`config.mk`:
```
export PLATFORM = sky130hd
export DESIGN_NAME = safe_digit_sender
export DESIGN_NICKNAME = d
export VERILOG_FILES = /design/src/rtl/safe_digit_sender.sv
export SDC_FILE = /design/constraint.sdc
export NUM_CORES = 1
export LEC_CHECK = 0
export ABC_AREA = 1
export CAP_MARGIN = 25
export CORE_MARGIN = 2
export CORE_UTILIZATION = 55
export CTS_CLUSTER_DIAMETER = 200
export CTS_CLUSTER_SIZE = 24
export DETAILED_ROUTE_END_ITERATION = 12
export GPL_ROUTABILITY_DRIVEN = 0
export GPL_TIMING_DRIVEN = 0
export PLACE_DENSITY = 0.79
export SETUP_SLACK_MARGIN = 0.1
export SYNTH_ARGS = -nofsm -noshare
export SYNTH_HDL_FRONTEND = slang
export SYNTH_SLANG_ARGS = --single-unit
```
`constraint.sdc`:
```
create_clock -name clk -period 2.1 [get_ports clk]
set_clock_uncertainty 0.05 [all_clocks]
set_input_delay 0.525 -clock clk [delete_from_list [all_inputs] [get_ports clk]]
set_output_delay 0.525 -clock clk [all_outputs]
set_load 0.1 [all_outputs]
```
`src/rtl/safe_digit_sender.sv`:
```
// safe_digit_sender: replays a latched multi-digit code as timed (digit, valid) strobes.
// A leading gap guarantees the receiver sees valid low before the first digit; each
// digit is then held valid for HOLD_CYCLES and followed by GAP_CYCLES of valid low.
module safe_digit_sender #(
  parameter int unsigned NUM_DIGITS  = 6,
  parameter int unsigned HOLD_CYCLES = 4,
  parameter int unsigned GAP_CYCLES  = 4,
  parameter int unsigned CNT_W       = 16
) (
  input  logic                    clk,
  input  logic                    reset,
  input  logic                    start,
  input  logic                    abort,
  input  logic [4*NUM_DIGITS-1:0] code,
  output logic [3:0]              digit_out,
  output logic                    valid,
  output logic                    busy,
  output logic                    done,
  output logic [2:0]              digit_idx
);

  localparam int unsigned CodeW = 4 * NUM_DIGITS;
  localparam logic [CNT_W-1:0] HoldLast = CNT_W'(HOLD_CYCLES - 1);
  localparam logic [CNT_W-1:0] GapLast  = CNT_W'(GAP_CYCLES - 1);
  localparam logic [2:0]       LastIdx  = 3'(NUM_DIGITS - 1);

  // Reject illegal parameterisations at elaboration.
  if (NUM_DIGITS < 1 || NUM_DIGITS > 8) begin : g_bad_num_digits
    $error("safe_digit_sender: NUM_DIGITS must be in 1..8");
  end
  if (HOLD_CYCLES < 1) begin : g_bad_hold
    $error("safe_digit_sender: HOLD_CYCLES must be >= 1");
  end
  if (GAP_CYCLES < 1) begin : g_bad_gap
    $error("safe_digit_sender: GAP_CYCLES must be >= 1");
  end
  if (CNT_W < 32 && (HOLD_CYCLES > (1 << CNT_W) || GAP_CYCLES > (1 << CNT_W)))
  begin : g_bad_cnt_w
    $error("safe_digit_sender: CNT_W too narrow for HOLD_CYCLES/GAP_CYCLES");
  end

  typedef enum logic [2:0] {StIdle, StLead, StHold, StGap, StDone} state_e;

  state_e             state_q, state_d;
  logic [CNT_W-1:0]   cnt_q, cnt_d;
  logic [2:0]         idx_q, idx_d;
  logic [CodeW-1:0]   shreg_q, shreg_d;
  logic [3:0]         digit_q, digit_d;
  logic               valid_q, busy_q, done_q;

  // Next-state logic: phase counter, digit index and the MS-first digit shifter.
  always_comb begin
    state_d = state_q;
    cnt_d   = cnt_q + CNT_W'(1);
    idx_d   = idx_q;
    shreg_d = shreg_q;
    digit_d = digit_q;

    unique case (state_q)
      StIdle: begin
        cnt_d   = '0;
        idx_d   = '0;
        digit_d = '0;
        if (start) begin
          shreg_d = code;
          state_d = StLead;
        end
      end
      StLead: begin
        if (cnt_q == GapLast) begin
          cnt_d   = '0;
          digit_d = shreg_q[CodeW-1 -: 4];
          shreg_d = shreg_q << 4;
          state_d = StHold;
        end
      end
      StHold: begin
        if (cnt_q == HoldLast) begin
          cnt_d   = '0;
          state_d = StGap;
        end
      end
      StGap: begin
        if (cnt_q == GapLast) begin
          cnt_d = '0;
          if (idx_q == LastIdx) begin
            state_d = StDone;
          end else begin
            idx_d   = idx_q + 3'd1;
            digit_d = shreg_q[CodeW-1 -: 4];
            shreg_d = shreg_q << 4;
            state_d = StHold;
          end
        end
      end
      StDone: begin
        cnt_d   = '0;
        idx_d   = '0;
        digit_d = '0;
        state_d = StIdle;
      end
      default: begin
        cnt_d   = '0;
        idx_d   = '0;
        digit_d = '0;
        state_d = StIdle;
      end
    endcase

    // Abort only matters while a sequence is actually running.
    if (abort && (state_q == StLead || state_q == StHold || state_q == StGap)) begin
      cnt_d   = '0;
      idx_d   = '0;
      digit_d = '0;
      state_d = StIdle;
    end
  end

  // State and registered outputs; strobes are decoded from the next state so they
  // line up with the state they describe.
  always_ff @(posedge clk) begin
    if (reset) begin
      state_q <= StIdle;
      cnt_q   <= '0;
      idx_q   <= '0;
      shreg_q <= '0;
      digit_q <= '0;
      valid_q <= 1'b0;
      busy_q  <= 1'b0;
      done_q  <= 1'b0;
    end else begin
      state_q <= state_d;
      cnt_q   <= cnt_d;
      idx_q   <= idx_d;
      shreg_q <= shreg_d;
      digit_q <= digit_d;
      valid_q <= (state_d == StHold);
      busy_q  <= (state_d == StLead) || (state_d == StHold) || (state_d == StGap);
      done_q  <= (state_d == StDone);
    end
  end

  assign digit_out = digit_q;
  assign digit_idx = idx_q;
  assign valid     = valid_q;
  assign busy      = busy_q;
  assign done      = done_q;

endmodule
```
==> results of run 1 <==
==> path summary, 6_finish.rpt <==
path / startpoint / end / slack [ns] / cells after the start
hold reg to reg: cnt_q[0]$_SDFF_PP0_ / cnt_q[0]$_SDFF_PP0_ / 0.40 / 1
setup / recovery: digit_idx[2]$_SDFFE_PP0P_ / digit_idx[2] / 0.24 / 1
hold / removal: cnt_q[0]$_SDFF_PP0_ / cnt_q[0]$_SDFF_PP0_ / 0.40 / 1
setup reg to reg: state_q[1]$_SDFF_PP0_ / cnt_q[12]$_SDFF_PP0_ / 0.26 / 8
==> kinds of logic after synthesis <==
logic type	count (synthesis)	synth area share
flops	53	0.3483
buf+inv	114	0.1507
simple gates	315	0.4431
compound gates	14	0.02546
xor+xnor	7	0.02012
fa+ha+maj	3	0.01232
==> state kept, by name, summed over array words and instances (netlist names) <==
name	flops
shreg_q	24
cnt_q	16
digit_out	4
digit_idx	3
busy	1
state_q	3
done	1
valid	1
==> per-layer routing <==
metal / part of all wire / vias to the layer above
met5: 0 / -
met4: 0.0094 / 0
met3: 0.038 / 6
met2: 0.49 / 66
met1: 0.47 / 1369
li1: - / 1620
==> layout by cell type (no fill, tap or decap), types with 3 or more instances in the layout <==
master / n
clkdlybuf4s15_2: 10
inv_1: 92
xor2_1: 4
clkbuf_8: 6
nor2_1: 85
nor2_2: 3
nand3_1: 39
dfxtp_1: 51
nand2_2: 5
buf_2: 8
nor3_1: 3
nand4_1: 27
a21oi_1: 10
clkdlybuf4s50_1: 27
clkbuf_1: 7
nand2_1: 146
xnor2_1: 3
==> metrics by stage <==
| stage | utilization | TNS (ns) |
|---|---|---|
| global route | 0.6680 | 0 |
| finish | 0.6680 | 0 |
| detailed placement | 0.6453 | -0.5965 |
| global placement | 0.6453 | -0.4862 |
| CTS | 0.6634 | 0 |
| floorplan | - | 0 |
==> final cells by class <==
| class | count | area [sq um] |
|---|---|---|
| Buffer | 19 | 107.6 |
| Sequential cell | 53 | 1064 |
| Clock buffer | 7 | 86.33 |
| Inverter | 95 | 356.6 |
| Fill cell | 514 | 1805 |
| Multi-Input combinational cell | 339 | 1546 |
| Tap cell | 72 | 90.09 |
| Timing Repair Buffer | 37 | 382.9 |
==> power groups by stage <==
stage                     clock network (mW)  logic, mW  registers (mW)
after global routing                   0.646      0.621            1.12
after global placement                     0      0.533            1.13
after detailed placement                   0      0.543            1.13
after CTS                              0.610      0.544            1.11
after floorplan                            0      0.347            1.18
final                                  0.592      0.544            1.11
==> timing repair <==
action | CTS | global route
endpoints found under the setup margin | 10 | 34
hold buffers | 0 | 0
pin swaps | 0 | 0
gates resized for setup | 30 | 9
gates cloned | 0 | 0
==> summary.md, run 1 <==
| Metric | Value |
|---|---|
| Synthesized net count | `537` |
| Largest net degree at the start of global routing | `15` |
| Htree depth | `2` |
| Syn avg cell area | `6.021 sq um` |
| Top achievable clock speed | `539.0 MHz` |
| GRT Total Usage | `0.2412` |
| CP startpoint kind | `flip-flop` |
| Post-placement cell count | `615` |
| WP data required | `1.52 ns` |
| Warnings from Yosys | `0` |
| Site Rows | `27` |
| Synth area leaders | `dfxtp_1 (35%), nand2_1 (18%), inv_1 (11%)` |
| Vias per std cell | `4.921` |
| Worst min-delay path category | `reg2reg` |
| Pwr Total | `2.248 mW` |
| Power share of the sequential group | `0.495` |
| Final setup viols | `0` |
| Initial Util | `0.5602` |
| Final #Nets | `581` |
| Slew Limit Fails | `0` |
| Seq/Total Area, Yosys | `0.3483` |
| Core area | `5439 sq um` |
| Vias | `3,061` |
| Share of layout cells above drive strength 1 | `0.09273` |
| IO Port Bufs | `37` |
| P&R area growth vs syn | `19.26%` |
| Min Tclk post-route | `1.855 ns` |
| Switching Fraction | `0.3128` |
| CTS Buffer Depth | `2` |
| Non-Filler Instances | `622` |
| PwrDens | `618.7 nW/um^2` |
| Root Buffer | `clkbuf_8` |
| Relative slew slack | `0.5973` |
| CTS tree | `done` |
| Place WS | `-0.07130 ns` |
| Area leader, netlist | `dfxtp_1` |
| Worst-path maximum fanout | `4` |
| Drt total wl | `6949 microns` |
| Critical path cell sequence | `clkdlybuf4s15_2` |
| Number of global-route vias before repair | `2,775` |
| CTS Buf Count | `5` |
| Yosys top cell area share | `0.3483` |
| CTS sink cnt | `53` |
| Final Cycle Share | `0.8834` |
| CP endpoint kind | `output pin` |
| Synth unique cells | `25` |
| Worst-path clk slew | `0.09 ns` |
| DR iter-0 viols | `183` |
| Switching pwr | `703.1 uW` |
| Die area | `6150 sq um` |
| WS Path Type | `reg2out` |
| Clk Latency, worst-skew pair | `0.31 ns` |
| Initial antenna violation count | `0` |
| Predominant post-synthesis flop cell | `dfxtp_1` |
| Commonest cells in the netlist | `nand2_1 (147), inv_1 (92), nor2_1 (87)` |
| Worst-Margin Slew | `0.5994 ns` |
| Logic pwr share | `0.242` |
| Peak supply drop | `0.4334 mV` |
| Seq cells post-synth | `53` |
| Fin Hold WS | `0.4038 ns` |
| GRT overflow | `0` |
| Setup WS post-layout | `0.2448 ns` |
| RSZ-0062 raised after global routing | `false` |
| WP data arrival | `1.28 ns` |
| I/O Pins | `38` |
| Async SR Flop Fraction | `0` |
| Pint | `1.545 mW` |
| Mapped Cells | `506` |
| GRT Max-Usage Layer | `met2` |
| Hpwl dp | `5117 microns` |
| Clk pwr share | `0.263` |
| MaxCap Viol Count | `0` |
| Antenna viol nets, final | `0` |
| # diodes | `0` |
| Leak | `1.802 nW` |
| Worst path max stage delay | `0.58 ns` |
| Setup Buffers After CTS | `0` |
| Global Route met3 Usage | `0.04368` |
| Most common cell in the synthesized netlist | `nand2_1` |
| Hold Fails Final Rpt | `0` |
| Die Span X | `78.43 microns` |
| Met2 Use GR | `0.4259` |
| Mapped Area | `3047 sq um` |
| Finished Cell Area | `3633 sq um` |
| Area after DPL | `3510 sq um` |
| DRC violations left | `0` |
| Vert. Die Dim | `78.43 microns` |
| Crit path buffers/inverters | `1` |
| CP top delay family | `buffers and inverters` |
| CP max-delay cell | `clkdlybuf4s15_2` |
| Met1 Usage GRT | `0.3014` |
| Wire length per cell | `11.17 microns` |
| Outcome | `complete, no violations` |
| Drt first pass iters | `4` |
| Post-synth EDFFs | `0` |
| First-pass GRT wire length | `12,040 microns` |
Power figures use the tool's default switching activity.
==> inputs of run 2 (changes only) <==
--- a/config.mk
+++ b/config.mk
@@ -9,6 +9,7 @@
 export CAP_MARGIN = 25
 export CORE_MARGIN = 2
 export CORE_UTILIZATION = 55
+export CTS_BUF_LIST = sky130_fd_sc_hd__clkbuf_4 sky130_fd_sc_hd__clkbuf_8
 export CTS_CLUSTER_DIAMETER = 200
 export CTS_CLUSTER_SIZE = 24
 export DETAILED_ROUTE_END_ITERATION = 12
==> summary.md, run 2 (synthesis results as in run 1) <==
| Metric | Value |
|---|---|
| CP top delay family | `buffers and inverters` |
| P&R area growth vs syn | `19.38%` |
| IO Port Bufs | `37 (unchanged)` |
| DR iter-0 viols | `199 (+8.7%)` |
| Vias per std cell | `4.921 (unchanged)` |
| # diodes | `0 (unchanged)` |
| Root Buffer | `clkbuf_8` |
| Setup WS post-layout | `0.2446 ns (-0.0001780 ns)` |
| Leak | `1.806 nW (+0.19%)` |
| Peak supply drop | `0.4347 mV (+0.31%)` |
| Initial Util | `0.5602 (unchanged)` |
| Outcome | `complete, no violations` |
| Most frequent cells in the layout | `nand2_1 (146), inv_1 (92), nor2_1 (85)` |
| R2R depth | `8 (unchanged)` |
| Drt total wl | `6907 microns (-0.60%)` |
| Core Util, Final | `0.6687 (+0.0006900)` |
| TNS Setup | `0 ns (unchanged)` |
| Hold wc startpoint | `cnt_q[0]$_SDFF_PP0_` |
| WP data required | `1.52 ns (about the same)` |
| Crit path buffers/inverters | `1 (unchanged)` |
| CTS Buffer Depth | `2 (unchanged)` |
| Hold Fails Final Rpt | `0 (unchanged)` |
| I/O Pins | `38 (unchanged)` |
| RSZ-0062 raised after global routing | `false` |
| Top achievable clock speed | `539.0 MHz (about the same)` |
| Finished Cell Area | `3637 sq um (+0.10%)` |
| Slew Limit Fails | `0 (unchanged)` |
| CTS Buf Count | `5 (unchanged)` |
| CP startpoint kind | `flip-flop` |
| WHS Path Cells | `1 (unchanged)` |
| Final Cycle Share | `0.8835 (about the same)` |
| Max reg flops | `24 (unchanged)` |
| Worst R2R Setup Slack | `0.26 ns (about the same)` |
| Pwr Total | `2.261 mW (+0.56%)` |
| Largest net degree at the start of global routing | `15 (unchanged)` |
| Wire length per cell | `11.10 microns (-0.60%)` |
| WS Path Type | `reg2out` |
| Reg-to-Reg End | `cnt_q[12]$_SDFF_PP0_` |
| Clk Latency, worst-skew pair | `0.31 ns (about the same)` |
| DRC violations left | `0 (unchanged)` |
| Site Rows | `27 (unchanged)` |
| Worst Hold Endpoint | `cnt_q[0]$_SDFF_PP0_` |
| Reg-to-reg critical path startpoint | `state_q[1]$_SDFF_PP0_` |
| CTS tree | `done` |
| WP data arrival | `1.28 ns (about the same)` |
| Share of layout cells above drive strength 1 | `0.09455 (+0.001818)` |
| First-pass GRT wire length | `12,050 microns (+0.12%)` |
| Die area | `6150 sq um (unchanged)` |
| Critical path cell sequence | `clkdlybuf4s15_2` |
| Antenna viol nets, final | `0 (unchanged)` |
| Number of global-route vias before repair | `2,782 (+0.25%)` |
| Die Span X | `78.43 microns (unchanged)` |
| Setup Buffers After CTS | `0 (unchanged)` |
| GRT Total Usage | `0.2415 (+0.0002439)` |
| Final #Nets | `581 (unchanged)` |
| Worst-Margin Slew | `0.6114 ns (+0.01203 ns)` |
| CP endpoint kind | `output pin` |
| CTS sink cnt | `53 (unchanged)` |
| Worst-path maximum fanout | `4 (unchanged)` |
| Post-placement cell count | `615 (unchanged)` |
| Core area | `5439 sq um (unchanged)` |
| GRT overflow | `0 (unchanged)` |
| Fin Hold WS | `0.4023 ns (-0.001462 ns)` |
| MaxCap Viol Count | `0 (unchanged)` |
| Htree depth | `2 (unchanged)` |
| Place WS | `-0.07130 ns (unchanged)` |
| Worst min-delay path category | `reg2reg` |
| Commonest non-fill, non-tap cell in the layout | `nand2_1` |
| Largest Register | `shreg_q` |
| Vert. Die Dim | `78.43 microns (unchanged)` |
| Hpwl dp | `5117 microns (unchanged)` |
| Non-Filler Instances | `622 (unchanged)` |
| Initial antenna violation count | `0 (unchanged)` |
| CP max-delay cell | `clkdlybuf4s15_2` |
| Vias | `3,061 (unchanged)` |
| Min Tclk post-route | `1.855 ns (+0.0001780 ns)` |
| Drt first pass iters | `4 (unchanged)` |
| PwrDens | `621.5 nW/um^2 (+0.45%)` |
| Area after DPL | `3510 sq um (unchanged)` |
| Worst path max stage delay | `0.58 ns (about the same)` |
| Relative slew slack | `0.5893 (-0.008084)` |
| Worst-path clk slew | `0.09 ns (about the same)` |
| Final setup viols | `0 (unchanged)` |
[run 2: cell counts in the layout (fill, tap and decap cells not counted)]
No cell type changed its count.
[run 2: worst max path at each step]
stage                                   start                   endpoint  slack (ns)  depth (start not counted)
floorplan           digit_idx[2]$_SDFFE_PP0P_  digit_idx[2]$_SDFFE_PP0P_        0.16                          7
global placement                        reset       cnt_q[12]$_SDFF_PP0_       -0.06                          7
detailed placement                      reset        cnt_q[7]$_SDFF_PP0_       -0.07                          7
CTS                       cnt_q[0]$_SDFF_PP0_       cnt_q[12]$_SDFF_PP0_        0.15                          8
global route              cnt_q[0]$_SDFF_PP0_   shreg_q[16]$_SDFFE_PP0P_        0.11                         12
finish              digit_idx[2]$_SDFFE_PP0P_               digit_idx[2]        0.24                          1
[run 2: area by class of cell]
type	count	area, sq um
clock buffers	7	90.09
inverters	95	356.6
plain buffers	19	107.6
fillers	513	1802
repair buffers	37	382.9
multi-input cells	339	1546
well taps	72	90.09
flip-flops and latches	53	1064
[run 2: timing repair]
| action | CTS | global route |
|---|---|---|
| hold buffers | 0 | 0 |
| resized for setup | 30 | 9 |
| setup endpoints to repair | 10 | 34 |
| pin swaps | 0 | 0 |
[run 2: routing by layer]
| layer | wire length (microns) | vias up | global-route usage | part of all wire |
|---|---|---|---|---|
| met2 | 3397 | 53 | 0.4267 | 0.49 |
| met4 | 61 | 0 | 0.06667 | 0.0088 |
| met3 | 258 | 5 | 0.04368 | 0.037 |
| met1 | 3189 | 1386 | 0.3014 | 0.46 |
| li1 | - | 1617 | - | - |
| met5 | 0 | - | 0 | 0 |
[run 2: where the power goes]
group	switching, mW	total (mW)	internal [mW]
registers	0.0364	1.11	1.08
logic	0.337	0.543	0.206
clock network	0.329	0.605	0.276
total	0.703	2.26	1.56
